<file path="src/rtl/joy_neogeo_mapper.sv">
// joy_neogeo_mapper: debounced Mega Drive -> NeoGeo joystick mapper with SOCD cleaning and a Start+Mode OSD hotkey.
// Autofire is built only when JOY_AUTOFIRE_EN is defined; otherwise af_en/af_mask are ignored.
module joy_neogeo_mapper #(
  parameter int TICK_DIV    = 49999,
  parameter int AF_HALF     = 33,
  parameter int COMBO_TICKS = 1000
) (
  input  logic        clk,
  input  logic        reset,
  input  logic [11:0] joy1_i,
  input  logic [11:0] joy2_i,
  input  logic [1:0]  af_en,
  input  logic [3:0]  af_mask,
  output logic [9:0]  neo1_o,
  output logic [9:0]  neo2_o,
  output logic        osd_toggle
);
  typedef enum logic [1:0] {S_IDLE, S_HOLD, S_FIRED} state_t;
  logic [15:0]     r_tick_cnt;
  logic            w_tick;
  logic [23:0]     w_raw, w_agree, w_deb_nxt, r_h0, r_h1, r_deb;
  logic [1:0][3:0] w_gate;
  logic [1:0][9:0] w_map;
  state_t          r_state, w_state_nxt;
  logic [10:0]     r_combo_cnt;
  logic            w_held, w_combo_done, w_fire, w_force;
  logic            w_unused_yz;

  assign w_tick = r_tick_cnt == 16'(TICK_DIV);
  always_ff @(posedge clk)
    r_tick_cnt <= (reset || w_tick) ? '0 : r_tick_cnt + 16'd1;

  // a bit only moves when the current sample and both older samples agree
  assign w_raw     = {joy2_i, joy1_i};
  assign w_agree   = ~(w_raw ^ r_h0) & ~(w_raw ^ r_h1);
  assign w_deb_nxt = w_tick ? (r_deb & ~w_agree) | (w_raw & w_agree) : r_deb;
  always_ff @(posedge clk)
    if (reset) begin
      r_h0  <= '1;
      r_h1  <= '1;
      r_deb <= '1;
    end else begin
      r_deb <= w_deb_nxt;
      if (w_tick) begin
        r_h1 <= r_h0;
        r_h0 <= w_raw;
      end
    end

`ifdef JOY_AUTOFIRE_EN
  logic [7:0] r_af_cnt;
  logic       r_phase, w_af_wrap;
  assign w_af_wrap = r_af_cnt == 8'(AF_HALF - 1);
  always_ff @(posedge clk)
    if (reset) begin
      r_af_cnt <= '0;
      r_phase  <= 1'b0;
    end else if (w_tick) begin
      r_af_cnt <= w_af_wrap ? '0 : r_af_cnt + 8'd1;
      r_phase  <= r_phase ^ w_af_wrap;
    end
  assign w_gate[0] = {4{af_en[0] & r_phase}} & af_mask;
  assign w_gate[1] = {4{af_en[1] & r_phase}} & af_mask;
`else
  logic w_unused_af;
  assign w_unused_af = ^{af_en, af_mask};
  assign w_gate      = '0;
`endif

  // hotkey reacts to the debounced value being written this edge so a release beats a completing tick
  assign w_held       = ~w_deb_nxt[7] & ~w_deb_nxt[11];
  assign w_combo_done = r_combo_cnt + 11'd1 == 11'(COMBO_TICKS);
  always_ff @(posedge clk)
    r_state <= reset ? S_IDLE : w_state_nxt;
  always_comb
    w_state_nxt = !w_held ? S_IDLE :
                  r_state == S_IDLE ? S_HOLD :
                  (r_state == S_HOLD && w_tick && w_combo_done) ? S_FIRED : r_state;
  always_comb begin
    w_fire  = r_state == S_HOLD && w_state_nxt == S_FIRED;
    w_force = r_state != S_IDLE;
  end
  always_ff @(posedge clk)
    if (reset || w_state_nxt != S_HOLD) r_combo_cnt <= '0;
    else if (r_state == S_HOLD && w_tick) r_combo_cnt <= r_combo_cnt + 11'd1;

  for (genvar p = 0; p < 2; p++) begin : g_map
    localparam int O = 12 * p;
    logic w_ud, w_lr, w_ss;
    assign w_ud     = ~(r_deb[O] | r_deb[O+1]);
    assign w_lr     = ~(r_deb[O+2] | r_deb[O+3]);
    assign w_ss     = (p == 0) & w_force;
    assign w_map[p] = {r_deb[O+11] | w_ss, r_deb[O+7] | w_ss,
                       r_deb[O+10] | w_gate[p][3], r_deb[O+5] | w_gate[p][2],
                       r_deb[O+4] | w_gate[p][1], r_deb[O+6] | w_gate[p][0],
                       r_deb[O+3] | w_lr, r_deb[O+2] | w_lr,
                       r_deb[O+1] | w_ud, r_deb[O] | w_ud};
  end
  assign w_unused_yz = ^{r_deb[9:8], r_deb[21:20]};

  always_ff @(posedge clk)
    if (reset) begin
      neo1_o     <= '1;
      neo2_o     <= '1;
      osd_toggle <= 1'b0;
    end else begin
      neo1_o     <= w_map[0];
      neo2_o     <= w_map[1];
      osd_toggle <= w_fire;
    end
endmodule
</file>
<file path="config.mk">
export PLATFORM = sky130hd
export DESIGN_NAME = joy_neogeo_mapper
export DESIGN_NICKNAME = d
export VERILOG_FILES = /design/src/rtl/joy_neogeo_mapper.sv
export SDC_FILE = /design/constraint.sdc
export NUM_CORES = 1
export LEC_CHECK = 0
export CAP_MARGIN = 20
export CORE_ASPECT_RATIO = 0.5
export CORE_UTILIZATION = 50
export DETAILED_ROUTE_END_ITERATION = 10
export PLACE_DENSITY = 0.73
export SLEW_MARGIN = 20
export SYNTH_ARGS = -nofsm -noshare
export SYNTH_HDL_FRONTEND = slang
export SYNTH_SLANG_ARGS = --single-unit
</file>
<file path="constraint.sdc">
create_clock -name clk -period 2.77 [get_ports clk]
set_input_delay 0.277 -clock clk [delete_from_list [all_inputs] [get_ports clk]]
set_output_delay 0.277 -clock clk [all_outputs]
set_load 0.005 [all_outputs]
</file>
Yosys cells after proc, flatten, opt, wreduce, memory -nomap -nowiden:

Cells that the tools add are included.

* add/sub/neg operators: 2
* mux-type cells: 4
* reductions and logical operators: 7
* eq/ne operators: 5
* bitwise logic cells: 30

Operators by type and width (number)
* $and 24x24->24: 3
* $not 24->24: 3
* $xor 24x24->24: 2
* $or 24x24->24: 1
* $add 16x1->16 const B: 1
* $eq 16x16->1 const B: 1
* $or 1x1->1: 14
* $mux 12: 1
* $add 11x1->11 const B: 1
* $eq 11x10->1 const B: 1
* $mux 2: 3
* $not 1->1: 6
* $logic_and 1x1->1: 3
* $eq 2x1->1 const B: 1
* $eq 2x2->1 const B: 1
* $logic_not 2->1: 1
* $logic_or 1x1->1: 2
* $ne 2x1->1 const B: 1
* $reduce_bool 2->1: 1
* $and 1x1->1: 1

* word-level logic and storage cells: 58
* output and inout port bits: 21
* bits in registers: 122

Logic depth before layout (Yosys ltp):

Gate-level depths: netlist (run 1).

* word-level depth: 12
* gate-level depth with buffers: 9
* gate-level depth less buffers: 7

Worst setup path before layout (run 1):

OpenSTA, ideal clock, no wires.

* path type: register to register
* from: register r_combo_cnt[0]
* to: register r_combo_cnt[4]
* setup time: 0.115 ns
* arrival time: 1.866 ns
* period minus slack after synthesis: 1.981 ns
* setup slack: 0.789 ns
* stages on the path, launching flop included: 9
* cell sequence: dfxtp_1 -> ha_1 -> nand3_2 -> or4b_1 -> a21oi_1 -> o21a_1 -> a21bo_1 -> buf_6 -> nor2_2

* cells in the longest elaborated chain, start to end: 8

Ends and longest elaborated chain
* from (decl): RTL line 25 `logic [10:0] r_combo_cnt;`
* from (signal assigned): RTL line 85 `else if (r_state == S_HOLD && w_tick) r_combo_cnt <= r_combo_cnt + 11'd1;`
* $add 11x1->11 *: RTL line 72, 85
* $eq 11x10->1: RTL line 72 `assign w_combo_done = r_combo_cnt + 11'd1 == 11'(COMBO_TICKS);`
* $logic_and 1x1->1: RTL line 78 `(r_state == S_HOLD && w_tick && w_combo_done) ? S_FIRED : r_state;`
* $mux 2: RTL line 78
* $mux 2: RTL line 77 `r_state == S_IDLE ? S_HOLD :`
* $mux 2: RTL line 76 `w_state_nxt = !w_held ? S_IDLE :`
* $ne 2x1->1: RTL line 84 `if (reset || w_state_nxt != S_HOLD) r_combo_cnt <= '0;`
* $logic_or 1x1->1: RTL line 84

Mark *: on every way between the ends. The rest lies on a longest branch, timed or not.
A chain may end at the register's enable or synchronous reset.

Final worst setup path (run 1):

* from: register r_combo_cnt[0]
* to: register r_combo_cnt[8]

Same word-level chain as after synthesis.

==> results of run 1 <==
[power breakdown]
| group | switching [uW] | leakage, uW | internal (uW) |
|---|---|---|---|
| registers | 2.19 | 0.000890 | 1580 |
| logic | 30.9 | 0.00104 | 44.0 |
| clock network | 579 | 0.000166 | 887 |
| total | 613 | 0.00209 | 2510 |
[through the flow]
stage               total power [uW]  worst slack (ns)
global placement                1699            0.4229
global route                    3234            0.1982
CTS                             3164            0.3583
finish                          3127            0.3559
detailed placement              1699            0.3680
floorplan                       1656            0.7886
[how the worst max path moves through the flow]
stage,startpoint,end,slack (ns),cells after the start
after floorplan,r_combo_cnt[0],r_combo_cnt[4],0.79,8
after global placement,r_combo_cnt[0],r_combo_cnt[3],0.42,7
after detailed placement,r_combo_cnt[0],r_combo_cnt[4],0.37,7
after CTS,r_combo_cnt[0],r_combo_cnt[8],0.36,7
after global routing,r_combo_cnt[0],r_combo_cnt[8],0.20,7
final,r_combo_cnt[0],r_combo_cnt[8],0.36,7
[final cells by class]
class / instances / area, sq um / area share [%]
flip-flops and latches: 110 / 2202 / 41.37
multi-input cells: 359 / 2145 / 40.29
repair buffers: 47 / 465.4 / 8.745
clock buffers: 9 / 225.2 / 4.231
well taps: 117 / 146.4 / 2.750
clock inverters: 7 / 120.1 / 2.257
inverters: 5 / 18.77 / 0.3526
[cells by family (layout without fill, tap and decap cells)]
family                     after synthesis  after routing  share of synthesized area (%)
muxes                                    1              1                         0.2229
xor gates and xnor gates                23             23                          4.486
adders and majority gates                3              3                         0.8360
AOI/OAI and AO/OA                       81             81                          11.70
buffers and inverters                   32             68                          3.232
DFF                                    110            110                          49.04
and+or+nand+nor                        251            251                          30.48
[worst min-delay path, delay by kind of cell]
kind,cells,cell delay [ns]
AO/OA/AOI/OAI,2,0.24
buffers and inverters,1,0.11
[layer usage]
layer | vias up | share of wire, % | wire length (microns) | GRT usage [%]
li1 | 1793 | - | - | -
met1 | 1597 | 50 | 3970 | 22.02
met2 | 37 | 47 | 3776 | 29.67
met3 | 4 | 2.9 | 235 | 5.887
met4 | 0 | 0.46 | 37 | 5.185
met5 | - | 0 | 0 | 0
[cells in the final DEF, fill, tap and decap left out, drive strengths merged, types with 4 or more instances in the layout]
cell           Yosys  final
dfxtp            110    110
nand2             91     91
nand3b            42     42
clkdlybuf4s50      0     41
nor2              40     40
a21oi             24     24
or3               19     19
a31oi             19     19
o21bai            18     18
xnor2             14     14
or2               11     11
and3              10     10
xor2               9      9
clkbuf            21      9
nand3              9      9
nand4              6      6
inv                5      6
buf                6      6
o21ai              5      5
or3b               4      4
==> results.json, run 1 <==
{
  "max_clock_freq_mhz": 414.2,
  "reg2regPathDepth": 7,
  "hold_buffers": 0,
  "worstSkewPairLatency_ns": 0.35,
  "layout_min_cycle_time_ns": 2.414,
  "synthFlopType": "dfxtp_1",
  "yosysTopAreaCellShare_pct": 49.04,
  "finish.net_count": 567,
  "synth_cells": 501,
  "clock-sinks": 110,
  "cap_violations": 0,
  "slowest_stage": "or4b_1",
  "grt_pass1_vias": 3105,
  "ys_types": 48,
  "antenna_found_initial": 0,
  "vias_per_cell": 5.246,
  "hold_slack_ns": 0.3046,
  "die_area_sq_um": 9387,
  "syn_to_final_growth_pct": 18.53,
  "dr.first_iter.drc_count": 130,
  "rows": 24,
  "ys.warnings.count": 0,
  "timing.rr.start": "r_combo_cnt[0]",
  "synth-seq-cells": 110,
  "tightest_slew_ns": 0.5974,
  "yosysMostFrequentCell": "dfxtp_1",
  "ant_nets": 0,
  "finalMaxSlewViolations": 0,
  "holdPathEnd": "r_deb[11]",
  "hold_violations": 0,
  "place_congestion": 0.8152,
  "peakVddDrop_mv": 0.4087,
  "synth_area_per_cell_sq_um": 8.963,
  "fp.dieH_microns": 69.01,
  "hold_path_depth": 3,
  "ff2ff_setup_slack_ns": 0.36,
  "dp_cells": 638,
  "skew_ns": 0.008671,
  "fin_crit_sh_pct": 87.15,
  "cts_tree": "done",
  "crit_chain": "ha_1 -> nand3_2 -> or4b_1 -> a21oi_1 -> o21a_1 -> a21bo_1 -> nor2_2",
  "cp.arrival_ns": 2.63,
  "rsz0062_at_grt": "false",
  "die_w_microns": 136.0,
  "required_ns": 2.99,
  "gr-total-overflow": 0,
  "core_sq_um": 8708,
  "place_area_sq_um": 4977,
  "drt-total-wl_mm": 8.019,
  "postCtsResizedCells": 0,
  "grt_max_degree": 54,
  "clk_path_buf_depth": 2,
  "setup_viol": 0,
  "htreeDepth": 3,
  "ios": 53,
  "wl_per_cell_microns": 12.26,
  "outcome": "finished, final reports clean",
  "synthesis.nets": 536,
  "fin_setup_tns_ns": 0,
  "port_buffers": 42,
  "min_from": "reset",
  "drc": 0,
  "crit_fanout": 10,
  "ys_top_cells_by_count": "110 x dfxtp_1, 91 x nand2_1, 42 x nand3b_1",
  "grt_pass1_wl_mm": 13.53,
  "ys_seq_area_share_pct": 49.04,
  "ys_top_cells_by_area": "dfxtp_1 49%, nand2_1 7.6%, nand3b_1 7.0%, o21bai_1 3.0%, xnor2_1 2.7%",
  "yosysTopAreaCell": "dfxtp_1",
  "hold_class": "in2reg",
  "initial_core_util_pct": 51.57,
  "relSlewSlack_pct": 60.18,
  "finalInstanceArea_sq_um": 5323,
  "synthesis.area_sq_um": 4491,
  "fillers": 745,
  "critPathMaxStageDelay_ns": 0.54,
  "hpwl_mm": 5.250,
  "critPathLaunchType": "flip-flop",
  "cts.clk_slew.worst_paths_ns": 0.07,
  "cellLeakagePower_uw": 0.002094,
  "vias": 3431,
  "critical_path.top_delay_family": "simple AND/OR/NAND/NOR gates",
  "track_usage_pct": 17.88,
  "post-cts-setup-buffer-count": 0,
  "p_per_area_nw_per_um2": 587.5,
  "drtPass1Iterations": 4,
  "cts_made_buffers": 9,
  "crit_type": "reg2reg",
  "final_cells": 654,
  "end_kind": "flip-flop",
  "utilization_pct": 61.12,
  "clockRootBuffer": "clkbuf_16",
  "synthArstFlopShare_pct": 0,
  "drive_gt1_share_pct": 9.870,
  "synth-edff-count": 0,
  "worstPathBufferInverterCount": 0,
  "r2r_end": "r_combo_cnt[8]",
  "n_antenna_cell": 0
}
No activity file was read; power rests on OpenSTA's default activity.
==> inputs of run 2 (changes only) <==
--- a/config.mk
+++ b/config.mk
@@ -10,7 +10,6 @@
 export CORE_UTILIZATION = 50
 export DETAILED_ROUTE_END_ITERATION = 10
 export PLACE_DENSITY = 0.73
-export SLEW_MARGIN = 20
 export SYNTH_ARGS = -nofsm -noshare
 export SYNTH_HDL_FRONTEND = slang
 export SYNTH_SLANG_ARGS = --single-unit
==> results of run 2 <==
Same layout as run 1: the final DEF is identical, and so are final timing and power.
==> inputs of run 3 (changes only) <==
--- a/config.mk
+++ b/config.mk
@@ -9,6 +9,7 @@
 export CORE_ASPECT_RATIO = 0.5
 export CORE_UTILIZATION = 50
 export DETAILED_ROUTE_END_ITERATION = 10
+export HOLD_SLACK_MARGIN = 0.03
 export PLACE_DENSITY = 0.73
 export SYNTH_ARGS = -nofsm -noshare
 export SYNTH_HDL_FRONTEND = slang
==> results of run 3 <==
Same layout as run 1: the final DEF is identical, and so are final timing and power.
